$ cat src/rtl/decoder_scan_n.sv
// Registered N-to-2^N one-hot decoder: either decodes sel directly or auto-scans
// the active line through 0..last with a programmable dwell per line.
module decoder_scan_n #(
    parameter int N          = 4,
    parameter int DWELL      = 4,
    parameter int ACTIVE_LOW = 0
) (
    input  logic                clk,
    input  logic                rst,
    input  logic                en,
    input  logic                mode,
    input  logic [N-1:0]        sel,
    input  logic                sel_valid,
    input  logic [N-1:0]        last,
    output logic [(1<<N)-1:0]   y,
    output logic [N-1:0]        idx,
    output logic                wrap
);

    localparam int W  = 1 << N;
    localparam int CW = (DWELL > 1) ? $clog2(DWELL) : 1;

    localparam logic [CW-1:0] CNT_ZERO = CW'(0);
    localparam logic [CW-1:0] CNT_ONE  = CW'(1);
    localparam logic [CW-1:0] CNT_LAST = CW'(DWELL - 1);
    localparam logic [N-1:0]  IDX_ZERO = N'(0);
    localparam logic [N-1:0]  IDX_ONE  = N'(1);
    localparam logic [W-1:0]  LINE_ONE = W'(1);
    localparam logic [W-1:0]  INACTIVE = (ACTIVE_LOW != 0) ? {W{1'b1}} : {W{1'b0}};

    logic [N-1:0]  idx_r;
    logic [CW-1:0] cnt_r;
    logic [W-1:0]  y_r;
    logic          wrap_r;

    logic [N-1:0]  nidx_s;
    logic [CW-1:0] ncnt_s;
    logic          nwrap_s;

    // One line active, polarity applied by XOR with the inactive pattern.
    function automatic logic [W-1:0] decode_line(input logic [N-1:0] line);
        return (LINE_ONE << line) ^ INACTIVE;
    endfunction

    // Next index / dwell / wrap selection; sel_valid outranks the scan.
    always_comb begin
        nidx_s  = idx_r;
        ncnt_s  = cnt_r;
        nwrap_s = 1'b0;
        if (sel_valid) begin
            nidx_s = sel;
            ncnt_s = CNT_ZERO;
        end else if (mode) begin
            if (cnt_r == CNT_LAST) begin
                ncnt_s = CNT_ZERO;
                // Wrap check first so idx+1 can never overflow, and a shrunk last wraps early.
                if (idx_r >= last) begin
                    nidx_s  = IDX_ZERO;
                    nwrap_s = 1'b1;
                end else begin
                    nidx_s = idx_r + IDX_ONE;
                end
            end else begin
                ncnt_s = cnt_r + CNT_ONE;
            end
        end else begin
            ncnt_s = CNT_ZERO;
        end
    end

    // State and output registers; en=0 blanks the lines and freezes index/dwell.
    always_ff @(posedge clk or posedge rst) begin
        if (rst) begin
            idx_r  <= IDX_ZERO;
            cnt_r  <= CNT_ZERO;
            y_r    <= INACTIVE;
            wrap_r <= 1'b0;
        end else if (en) begin
            idx_r  <= nidx_s;
            cnt_r  <= ncnt_s;
            y_r    <= decode_line(nidx_s);
            wrap_r <= nwrap_s;
        end else begin
            y_r    <= INACTIVE;
            wrap_r <= 1'b0;
        end
    end

    assign y    = y_r;
    assign idx  = idx_r;
    assign wrap = wrap_r;

endmodule

$ cat config.mk
export PLATFORM = sky130hd
export DESIGN_NAME = decoder_scan_n
export DESIGN_NICKNAME = d
export VERILOG_FILES = /design/src/rtl/decoder_scan_n.sv
export SDC_FILE = /design/constraint.sdc
export NUM_CORES = 1
export LEC_CHECK = 0
export BUFFER_PORTS_ARGS = -buffer_cell sky130_fd_sc_hd__buf_2
export CAP_MARGIN = 20
export CELL_PAD_IN_SITES_DETAIL_PLACEMENT = 1
export CELL_PAD_IN_SITES_GLOBAL_PLACEMENT = 1
export CORE_UTILIZATION = 38
export CTS_CLUSTER_SIZE = 40
export DETAILED_ROUTE_END_ITERATION = 8
export PLACE_DENSITY = 0.73
export REMOVE_ABC_BUFFERS = 1
export SYNTH_ARGS = -nofsm -noshare
export SYNTH_HDL_FRONTEND = slang
export SYNTH_SLANG_ARGS = --single-unit
$ cat constraint.sdc
create_clock -name clk -period 2.44 [get_ports clk]
set_input_delay 0.122 -clock clk [delete_from_list [all_inputs] [get_ports clk]]
set_output_delay 0.122 -clock clk [all_outputs]
set_load 0.02 [all_outputs]
==> Word level (Yosys, flattened, before mapping) <==
Index checks and enable logic that the tools add are counted.
{ "classes": {"n_addsub": 2, "mul": 0, "div": 0, "order_cmp": 1, "eq_ne": 1, "shifts": 1, "muxes": 13, "n_bitwise": 0, "reduce_logical": 0} }
{ "op_table": {"columns": ["operator", "n"], "rows": [
  ["$mux W16", 1],
  ["$mux W4", 4],
  ["$shl A1 B4 Y16 const A", 1],
  ["$mux W2", 3],
  ["$mux W1", 5],
  ["$add A4 B1 Y4 const B", 1],
  ["$ge A4 B4 Y1", 1],
  ["$add A2 B1 Y2 const B", 1],
  ["$eq A2 B2 Y1 const B", 1]
]} }
{ "word_totals": {"regBits": 23, "latch_bits": 0, "ramBits": 0, "mem_bits_ro": 0, "input_bits": 13, "out_inout_bits": 21, "wordCells": 22, "mem_count": 0} }

==> Logic depth before layout (Yosys ltp) <==
Gate-level depths: netlist of the first run.
{ "logic_depth": {"depth_word": 7, "ltp_mapped": 8, "mapped_depth_nobuf": 7} }

==> Worst setup path before layout of the first run <==
No wires, ideal clock.
{ "synth_path": {"kind": "register to register", "start": "register idx_r[0] (netlist: idx[0])", "end": "register y_r[14] (netlist: y[14])", "setup_ns": 0.087, "arrival_ns": 1.977, "t_required_ns": 2.353, "path_slack_ns": 0.376, "path_stages_with_launch": 9, "path_buffers": 1, "synth_period_minus_slack_ns": 2.064, "path_cell_list": "dfrtp_1 -> inv_1 -> ha_1 -> nor3b_2 -> o21ai_1 -> and2_4 -> o31a_1 -> buf_6 -> nor3_1"} }
{ "synth_via": {"elab_chain_cells": 7, "word_cells_on_any_way": 8, "cone_classes": "add/sub: 1; order compare: 1; shift: 1; mux: 5"} }
{ "synth_lines": {"columns": ["item", "line", "rtl"], "rows": [
  ["from (decl)", "31", "logic [N-1:0] idx_r;"],
  ["from (signal assigned)", "79", "idx_r <= nidx_s;"],
  ["$add A4 B1 Y4 or $ge A4 B4 Y1 (tied branches)", "61, 57", null],
  ["$mux W4", "57", "if (idx_r >= last) begin"],
  ["$mux W4", "54", "if (cnt_r == CNT_LAST) begin"],
  ["$mux W4 *", "53", "end else if (mode) begin"],
  ["$mux W4 *", "50", "if (sel_valid) begin"],
  ["$shl A1 B4 Y16 *", "42", "return (LINE_ONE << line) ^ INACTIVE;"],
  ["$mux W16 *", "78", "end else if (en) begin"],
  ["to (signal assigned)", "81", "y_r <= decode_line(nidx_s);"],
  ["to (decl)", "33", "logic [W-1:0] y_r;"]
]} }
Every way passes the cells marked *; elsewhere a longest branch is shown, timed or not.
A chain may end at the register's enable or synchronous reset.

==> Final worst setup path of the first run <==
Same ends and word-level chain as after synthesis.

==> flow_summary_export.csv, run 1 <==
group,metric,value,unit
outcome,status,"finished, violations left",
outcome,violations,"DRC, hold timing",
die,start_util,0.410,
run,cap_violations,0,
layout,fin_util,0.483,
logic_synthesis,ys_ff_latch,23,
sta,fmax,0.452,GHz
sta,maxSlewViolCount,0,
placement,post-place-ws,0.240,ns
global_route,antenna_found_initial,0,
layout,final_common_cell,"buf_2",
logic_synthesis,synth_area,0.00115,mm2
die,die_y,57.0,um
sta,tightest_slew,0.868,ns
placement,globalplace.congestion,0.746,
routing,wl_per_cell,15.5,um
sta,finalClockSkew,0.0134,ns
global_route,grt_pass1_wl,4380,um
sta,setup_viol,0,
logic_synthesis,synthXorXnorAreaFrac,0.0218,
worst_setup_path,cp.required,2.66,ns
die,num_rows,19,
clock_network,ctsHoldBuffers,0,
layout,fillers,337,
sta,tns,0,ns
power_and_ir_drop,pwr-share-clk,0.225,
clock_network,clockRootBuffer,"clkbuf_4",
layout,area.growth.synth_to_final,18.0,%
power_and_ir_drop,intPower,523,uW
logic_synthesis,synth.area.mux_share,0.00979,
power_and_ir_drop,p_leak,0.689,nW
min_path,hold_path_class,"in2async",
sta,finalCritPeriodShare,0.906,
layout,diodes,0,
power_and_ir_drop,p_sw_frac,0.321,
global_route,grt.total_usage,0.178,
global_route,overflow,0,
sta,relSlewSlack,0.420,
routing,drc,4,
layout,fin_area,0.00136,mm2
clock_network,clk_pin_slew_worst_paths,0.13,ns
layout,drive_gt1_frac,0.421,
sta,finalCriticalPeriod,2.21,ns
placement,place_area,0.00133,mm2
die,core-area,0.00281,mm2
clock_network,cts.path.max_buffers,2,
logic_synthesis,synth_top_family_by_area,"simple AND/OR/NAND/NOR gates",
logic_synthesis,yosysSeqAreaShare,0.501,
logic_synthesis,yosys_warnings,0,
clock_network,cts_tree,"done",
global_route,grt_pass1_vias,904,
die,die_area,0.00325,mm2
clock_network,cts.repair.resized,0,
sta,rsz0062_at_grt,"no",
clock_network,numClockSinks,23,
power_and_ir_drop,pwr-share-comb,0.231,
logic_synthesis,netlist_instances,100,
worst_setup_path,crit_arrival,2.43,ns
routing,wirelength,2540,um
logic_synthesis,synth-compound-area-share,0.132,
worst_setup_path,crit_fanout,9,
clock_network,clk_latency,0.31,ns
layout,final_cell_mix,"33 x buf_2, 23 x dfrtp_1, 11 x nor3_1",
routing,ant_nets,0,
worst_setup_path,crit_type,"reg2reg",
global_route,grt_max_degree,24,
layout,finish.net_count,153,
power_and_ir_drop,p_per_area,568,mW/mm2
worst_setup_path,critPathCaptureType,"register",
logic_synthesis,synth_fa_ha_area_frac,0.0653,
die,die_x,57.0,um
placement,dp_hpwl,2010,um
logic_synthesis,post_synth_num_cell_types,37,
die,boundaryPins,34,
sta,setup_ws,0.229,ns
routing,drt_iter0_drc,15,
clock_network,postCtsSetupBuffers,0,
logic_synthesis,synthSimpleGateAreaFrac,0.223,
worst_setup_path,start_kind,"register",
clock_network,htree_levels,1,
routing,num_vias,873,
power_and_ir_drop,power_switching,247,uW
power_and_ir_drop,power_frac_seq,0.544,
routing,drt_pass1_iterations,6,
clock_network,cts_made_buffers,3,
logic_synthesis,syn_area_per_cell,11.5,um2
sta,whs,-0.0350,ns
power_and_ir_drop,ir_worst_vdd,0.369,mV
routing,via_per_inst,5.32,
placement,numPortBuffers,33,
sta,final_hold_viol_count,23,
final timing paths:
check                      cells past startpoint                    to                  from  slack, ns
min in group clk                               2    idx[3]$_DFFE_PP0P_                    en       0.15
max                                            7       y[14]$_DFF_PP0_    idx[0]$_DFFE_PP0P_       0.23
min                                            2        wrap$_DFF_PP0_                   rst      -0.03
min reg2reg                                    1  cnt_r[0]$_DFFE_PP0P_  cnt_r[0]$_DFFE_PP0P_       0.55
max in group asynchronous                      2    idx[1]$_DFFE_PP0P_                   rst       1.93
max reg2reg                                    7       y[14]$_DFF_PP0_    idx[0]$_DFFE_PP0P_       0.23
power groups by stage:
| stage | Combinational [mW] | Clock [mW] | Sequential (mW) |
|---|---|---|---|
| final | 0.178 | 0.174 | 0.419 |
| after global routing | 0.198 | 0.199 | 0.422 |
| after CTS | 0.182 | 0.185 | 0.420 |
| after detailed placement | 0.181 | 0 | 0.427 |
| after global placement | 0.171 | 0 | 0.426 |
| after floorplan | 0.0999 | 0 | 0.444 |
metrics by stage:
stage / instances / total power [mW]
2_1_floorplan: 96 / 0.544
3_3_place_gp: 160 / 0.597
3_5_place_dp: 160 / 0.608
4_1_cts: 164 / 0.786
5_1_grt: 164 / 0.819
6_report: 164 / 0.771
synth_stat cells:
master / count / share of area
xor2_2: 1 / 0.014
a21oi_1: 4 / 0.017
buf_2: 2 / 0.0087
nor3_1: 11 / 0.048
or2b_1: 1 / 0.0065
or3_1: 1 / 0.0054
dfrtp_1: 23 / 0.50
nor3_2: 6 / 0.052
and2_1: 1 / 0.0054
inv_1: 8 / 0.026
nand2b_1: 1 / 0.0054
nand4_4: 1 / 0.018
o21ai_0: 6 / 0.026
o31ai_4: 1 / 0.018
nor3b_2: 1 / 0.011
mux2_2: 1 / 0.0098
o21bai_1: 1 / 0.0065
xnor2_1: 1 / 0.0076
o211ai_2: 1 / 0.011
and2_4: 2 / 0.015
o31a_1: 1 / 0.0076
clkbuf_1: 1 / 0.0033
a21bo_2: 1 / 0.0087
ha_1: 6 / 0.065
and3b_1: 1 / 0.0076
nand3_1: 1 / 0.0043
nor2_1: 1 / 0.0033
o2111ai_1: 1 / 0.0076
nor2b_1: 1 / 0.0054
buf_6: 1 / 0.0098
nand3_2: 1 / 0.0087
or3b_4: 1 / 0.0098
a21oi_2: 1 / 0.0076
o22ai_1: 1 / 0.0054
a211oi_2: 1 / 0.011
o21ai_1: 1 / 0.0043
nand2_1: 5 / 0.016
critical path, cell delays in order (launching register included):
cell,delay (ns)
dfrtp_1,0.46
inv_1,0.11
ha_1,0.30
nor3b_2,0.21
o21ai_1,0.16
and2_4,0.21
o31a_1,0.43
nor3_1,0.24
flip-flops by register name, summed over array words and instances, names as in the netlist:
register / cells
y: 16
idx: 4
cnt_r: 2
wrap: 1
cell type report:
class | instances | area [um2] | share of cell area
clock buffer | 3 | 22.5 | 0.0166
clock inverter | 1 | 5.00 | 0.00369
inverter | 8 | 30.0 | 0.0221
multi-input combinational | 65 | 519 | 0.383
sequential | 23 | 576 | 0.424
tap | 31 | 38.8 | 0.0286
timing repair buffer | 33 | 165 | 0.122
per-layer routing:
metal / global-route usage / share of wire / wire [um] / vias up
li1: - / - / - / 415
met1: 0.226 / 0.42 / 1070 / 434
met2: 0.318 / 0.54 / 1370 / 22
met3: 0.0408 / 0.036 / 91 / 2
met4: 0.0209 / 0.0051 / 13 / 0
met5: 0 / 0 / 0 / -
logic make-up (layout without fill, tap and decap cells):
| logic type | count (synthesis) | in the layout |
|---|---|---|
| compound gates | 20 | 20 |
| xor+xnor | 2 | 2 |
| fa+ha+maj | 6 | 6 |
| flops | 23 | 23 |
| buf+inv | 12 | 45 |
| simple gates | 36 | 36 |
| mux | 1 | 1 |
Note: power is estimated with default switching activity, not from simulation.
==> run 2, diff against run 1 <==
--- a/config.mk
+++ b/config.mk
@@ -10,9 +10,10 @@
 export CELL_PAD_IN_SITES_DETAIL_PLACEMENT = 1
 export CELL_PAD_IN_SITES_GLOBAL_PLACEMENT = 1
-export CORE_UTILIZATION = 38
+export CORE_UTILIZATION = 41
 export CTS_CLUSTER_SIZE = 40
 export DETAILED_ROUTE_END_ITERATION = 8
-export PLACE_DENSITY = 0.73
+export PLACE_DENSITY = 0.79
 export REMOVE_ABC_BUFFERS = 1
+export SLEW_MARGIN = 20
 export SYNTH_ARGS = -nofsm -noshare
 export SYNTH_HDL_FRONTEND = slang
==> constraint.sdc (replaced) <==
create_clock -name clk -period 2.7 [get_ports clk]
set_input_delay 0.27 -clock clk [delete_from_list [all_inputs] [get_ports clk]]
set_output_delay 0.27 -clock clk [all_outputs]
set_load 0.02 [all_outputs]
==> run 2 against run 1 <==
  * First-iteration DRC count is 60% lower
  * Fmax increased by 1.4%
  * Largest cell class unchanged
  * Die area decreased by 7.1%
  * Utilization grew 4.4 points
  * Routed wire length shrank 3.8%
  * Setup slack better by 0.29 ns
  * Sequential cell count stayed put
  * Design area about the same
  * Combinational power fell by 11%
  * Global-route usage increased by 1.7 points
  * The flow now finishes without violations
  * Via count shrank 1.9%
  * Clock skew decreased by 0.0065 ns
==> flow_summary_export.csv, run 2 (synthesized netlist as in run 1, its figures left out) <==
group,metric,value,unit
worst_setup_path,start_kind,"register",
placement,dp_hpwl,1880,um
die,num_rows,18,
clock_network,cts_tree,"done",
global_route,grt_pass1_vias,874,
global_route,overflow,0,
routing,drc,0,
sta,final_hold_viol_count,0,
worst_setup_path,critPathCaptureType,"register",
routing,drt_iter0_drc,6,
die,die_x,55.0,um
layout,final_cell_mix,"33 x buf_2, 23 x dfrtp_1, 11 x nor3_1",
power_and_ir_drop,p_leak,0.689,nW
worst_setup_path,crit_fanout,9,
global_route,grt_max_degree,24,
worst_setup_path,ff2ff_setup_slack,0.52,ns
sta,finalCriticalPeriod,2.18,ns
clock_network,htree_levels,1,
die,start_util,0.448,
routing,ant_nets,0,
placement,place_area,0.00133,mm2
sta,tightest_slew,0.863,ns
sta,setup_ws,0.520,ns
routing,num_vias,856,
layout,final-instance-count-excl-fill,163,
die,die_y,55.0,um
sta,finalClockSkew,0.00687,ns
die,boundaryPins,34,
layout,fillers,297,
worst_setup_path,crit_arrival,2.41,ns
die,die_area,0.00302,mm2
global_route,grt_use_met3,0.0601,
routing,via_per_inst,5.25,
routing,wirelength,2440,um
sta,rsz0062_at_grt,"no",
layout,drive_gt1_frac,0.421,
clock_network,clk_pin_slew_worst_paths,0.13,ns
clock_network,cts.path.max_buffers,2,
global_route,grt.total_usage,0.194,
layout,diodes,0,
global_route,grt_pass1_wl,4080,um
layout,final_common_cell,"buf_2",
layout,area.growth.synth_to_final,17.8,%
clock_network,postCtsSetupBuffers,0,
clock_network,cts_made_buffers,3,
layout,largest_reg_flops,16,
worst_setup_path,path_cells,"inv_1 -> ha_1 -> nor3b_2 -> o21ai_1 -> and2_4 -> o31a_1 -> nor3_1",
global_route,antenna_found_initial,0,
sta,whs,0.108,ns
sta,relSlewSlack,0.424,
power_and_ir_drop,ir_worst_vdd,0.427,mV
worst_setup_path,critPathBufInv,1,
run,cap_violations,0,
placement,post-place-ws,0.533,ns
sta,setup_viol,0,
placement,numPortBuffers,33,
sta,finalCritPeriodShare,0.807,
worst_setup_path,critPathMaxStageDelay,0.46,ns
sta,tns,0,ns
sta,fmax,0.459,GHz
die,core-area,0.00257,mm2
clock_network,numClockSinks,23,
global_route,use_met2,0.319,
clock_network,clk_latency,0.32,ns
worst_setup_path,worst_path_dominant_cell_family,"simple AND/OR/NAND/NOR gates",
worst_setup_path,crit_type,"reg2reg",
clock_network,ctsHoldBuffers,0,
worst_setup_path,cp.required,2.93,ns
layout,fin_area,0.00136,mm2
routing,drt_pass1_iterations,4,
routing,wl_per_cell,15.0,um
power_and_ir_drop,total_power,697,uW
clock_network,cts.repair.resized,0,
global_route,grt_use_met1,0.251,
power_and_ir_drop,p_per_area,515,mW/mm2
outcome,status,"finished clean",
clock_network,clockRootBuffer,"clkbuf_4",
placement,dp.cells,159,
layout,finish.net_count,153,
placement,globalplace.congestion,0.771,
worst_setup_path,critical_path.slowest_cell,"dfrtp_1",
global_route,grt-busiest-layer,"met2",
min_path,hold_path_class,"in2async",
layout,fin_util,0.528,
sta,maxSlewViolCount,0,
-- run 2: power by group --
group / switching [mW] / total (mW) / internal, mW
Clock: 0.106 / 0.161 / 0.0554
Combinational: 0.102 / 0.158 / 0.0563
Sequential: 0.0172 / 0.378 / 0.361
-- run 2: metal layers --
metal	share of wire	vias to the layer above	wire [um]
met5	0	-	0
met4	0.0082	0	20
met3	0.034	4	82
met2	0.50	17	1230
met1	0.45	420	1110
li1	-	415	-
-- run 2: final timing paths --
kind                                 startpoint                    to  cells past startpoint
max in group asynchronous                   rst        y[7]$_DFF_PP0_                      2
hold / removal                              rst        wrap$_DFF_PP0_                      2
setup reg to reg             idx[0]$_DFFE_PP0P_       y[15]$_DFF_PP0_                      7
setup / recovery             idx[0]$_DFFE_PP0P_       y[15]$_DFF_PP0_                      7
min in group clk                             en    idx[3]$_DFFE_PP0P_                      2
hold reg to reg            cnt_r[1]$_DFFE_PP0P_  cnt_r[1]$_DFFE_PP0P_                      2
-- run 2: layout make-up --
class / count / area, um2 / area share
repair buffers: 33 / 165 / 0.122
flip-flops and latches: 23 / 576 / 0.425
multi-input cells: 65 / 519 / 0.383
well taps: 30 / 37.5 / 0.0277
clock inverters: 1 / 5.00 / 0.00369
inverters: 8 / 30.0 / 0.0222
clock buffers: 3 / 22.5 / 0.0166
==> run 3, diff against run 2 <==
Settings changed: CORE_UTILIZATION 41 to 35, PLACE_DENSITY 0.79 to 0.71.
Clock period 2.7 ns to 2 ns, I/O delays scaled along.
==> run 3 against run 2 <==
  * The flow now finishes with violations (setup timing)
  * Routed wire length rose by 8.1%
  * Largest cell class is now multi-input combinational cells
  * Fmax rose by 8.4%
  * Total power rose by 44%
==> flow_summary_export.csv, run 3 (synthesized netlist as in run 1, its figures left out) <==
group,metric,value,unit
die,boundaryPins,34,
worst_setup_path,crit_type,"reg2reg",
min_path,hold_path_class,"in2reg",
power_and_ir_drop,pwr-share-clk,0.214,
die,die_y,59.3,um
layout,drive_gt1_frac,0.486,
worst_setup_path,r2r_start,"idx[0]$_DFFE_PP0P_",
worst_setup_path,crit_arrival,2.24,ns
worst_setup_path,worst_path_dominant_cell_family,"simple AND/OR/NAND/NOR gates",
power_and_ir_drop,ir_worst_vdd,0.376,mV
die,die_x,59.3,um
worst_setup_path,critPathCaptureType,"register",
clock_network,clockRootBuffer,"clkbuf_4",
worst_setup_path,crit_start,"idx[0]$_DFFE_PP0P_",
layout,fillers,359,
die,die_area,0.00352,mm2
sta,setup_ws,-0.0103,ns
worst_setup_path,crit_fanout,4,
worst_setup_path,critical_path.slowest_cell,"or3b_4",
worst_setup_path,ff2ff_setup_slack,-0.01,ns
power_and_ir_drop,power_frac_seq,0.497,
power_and_ir_drop,p_sw_frac,0.324,
worst_setup_path,critPathMaxStageDelay,0.47,ns
sta,finalCriticalPeriod,2.01,ns
min_path,hp-start,"en",
global_route,grt.total_usage,0.161,
routing,num_vias,885,
layout,final_cell_mix,"33 x buf_2, 23 x dfrtp_1, 10 x nor3_1",
worst_setup_path,critPathBufInv,1,
routing,drt_iter0_drc,9,
placement,post-place-ws,-0.0342,ns
power_and_ir_drop,p_per_area,660,mW/mm2
worst_setup_path,start_kind,"register",
clock_network,cts.path.max_buffers,2,
outcome,status,"finished, violations left",
routing,wirelength,2640,um
layout,diodes,0,
sta,finalClockSkew,0.00960,ns
worst_setup_path,rr_worst_depth,7,
routing,wl_per_cell,14.2,um
clock_network,cts_tree,"done",
global_route,grt_pass1_vias,913,
run,cap_violations,0,
power_and_ir_drop,power_switching,325,uW
routing,drt_pass1_iterations,4,
worst_setup_path,path_depth,7,
power_and_ir_drop,pwr-share-comb,0.289,
sta,setup_viol,1,
sta,whs,0.254,ns
power_and_ir_drop,intPower,678,uW
placement,dp_hpwl,2060,um
sta,tightest_slew,0.327,ns
sta,fmax,0.497,GHz
clock_network,clk_pin_slew_worst_paths,0.13,ns
routing,via_per_inst,4.76,
sta,final_hold_viol_count,0,
clock_network,cts_made_buffers,3,
sta,finalCritPeriodShare,1.01,
global_route,grt_max_degree,24,
layout,largest_reg_flops,16,
die,start_util,0.374,
die,num_rows,20,
layout,final_common_cell,"buf_2",
global_route,antenna_found_initial,0,
die,core-area,0.00308,mm2
clock_network,htree_levels,1,
layout,area.growth.synth_to_final,32.2,%
worst_setup_path,critPathCapture,"y[11]$_DFF_PP0_",
placement,globalplace.congestion,0.794,
sta,maxSlewViolCount,0,
sta,rsz0062_at_grt,"yes",
layout,fin_area,0.00152,mm2
global_route,overflow,0,
worst_setup_path,cp.required,2.23,ns
global_route,grt_pass1_wl,4190,um
layout,finish.net_count,162,
routing,ant_nets,0,
placement,place_area,0.00138,mm2
worst_setup_path,reg2reg_to,"y[11]$_DFF_PP0_",
sta,relSlewSlack,0.781,
clock_network,numClockSinks,23,
clock_network,clk_latency,0.31,ns
routing,drc,0,
worst_setup_path,path_cells,"inv_2 -> ha_4 -> nor3b_4 -> o2111ai_2 -> a21oi_2 -> or3b_4 -> nor3_4",
power_and_ir_drop,p_leak,0.761,nW
placement,numPortBuffers,33,
outcome,violations,"setup timing",
==> run 3: changes by cell type in the layout (fill, tap and decap cells not counted), sizes merged <==
cell	delta
dlygate4sd3	+1
buf	+8
==> run 3: timing repair <==
| item | CTS | global route |
|---|---|---|
| setup buffers | 2 | 1 |
| pin swaps | 4 | 3 |
| endpoints found under the hold margin | 23 | 0 |
| setup endpoints to repair | 11 | 18 |
| hold buffers | 1 | 0 |
| gates resized for setup | 8 | 5 |
==> run 3: worst min-delay path by stage <==
stage	to	depth (start not counted)	slack (ns)
after global routing	idx[3]$_DFFE_PP0P_	3	0.27
final	idx[0]$_DFFE_PP0P_	3	0.25
after CTS	cnt_r[1]$_DFFE_PP0P_	3	0.24
after floorplan	cnt_r[0]$_DFFE_PP0P_	1	0.20
after detailed placement	idx[1]$_DFFE_PP0P_	3	0.26
after global placement	wrap$_DFF_PP0_	3	0.25
==> run 3: power by group through the flow <==
stage,logic (mW),registers [mW],clock network (mW)
after floorplan,0.122,0.542,0
after global placement,0.239,0.505,0
after detailed placement,0.247,0.507,0
after CTS,0.266,0.499,0.220
after global routing,0.318,0.502,0.241
final,0.290,0.499,0.215
==> run 3: per-layer routing <==
layer  vias to the layer above  global-route usage  part of all wire
met5                         -                   0                 0
met2                        22               0.278              0.51
met1                       425               0.209              0.44
li1                        434                   -                 -
met3                         4              0.0284             0.035
met4                         0              0.0408             0.011
==> run 3: area by class of cell <==
cell class | instances | area (um2) | share of cell area
Timing Repair Buffer | 42 | 248 | 0.163
Multi-Input combinational cell | 65 | 584 | 0.384
Sequential cell | 23 | 576 | 0.379
Inverter | 8 | 30.0 | 0.0198
Clock inverter | 1 | 5.00 | 0.00329
Tap cell | 44 | 55.1 | 0.0362
Clock buffer | 3 | 22.5 | 0.0148
==> run 3: per-stage QoR <==
| step | cells | util | power, mW | setup TNS [ns] |
|---|---|---|---|---|
| 2_1_floorplan | 96 | - | 0.664 | -0.613 |
| 3_3_place_gp | 178 | 0.449 | 0.744 | 0 |
| 3_5_place_dp | 178 | 0.449 | 0.754 | -0.0822 |
| 4_1_cts | 185 | 0.475 | 0.984 | 0 |
| 5_1_grt | 186 | 0.494 | 1.06 | -0.625 |
| 6_report | 186 | 0.494 | 1.00 | -0.0103 |
==> run 3: worst register-to-register path, stage by stage, from the launching register on <==
cell and delay, ns:
dfrtp_1 0.43, inv_2 0.10, ha_4 0.20, nor3b_4 0.21, o2111ai_2 0.16, a21oi_2 0.22
or3b_4 0.47, nor3_4 0.15
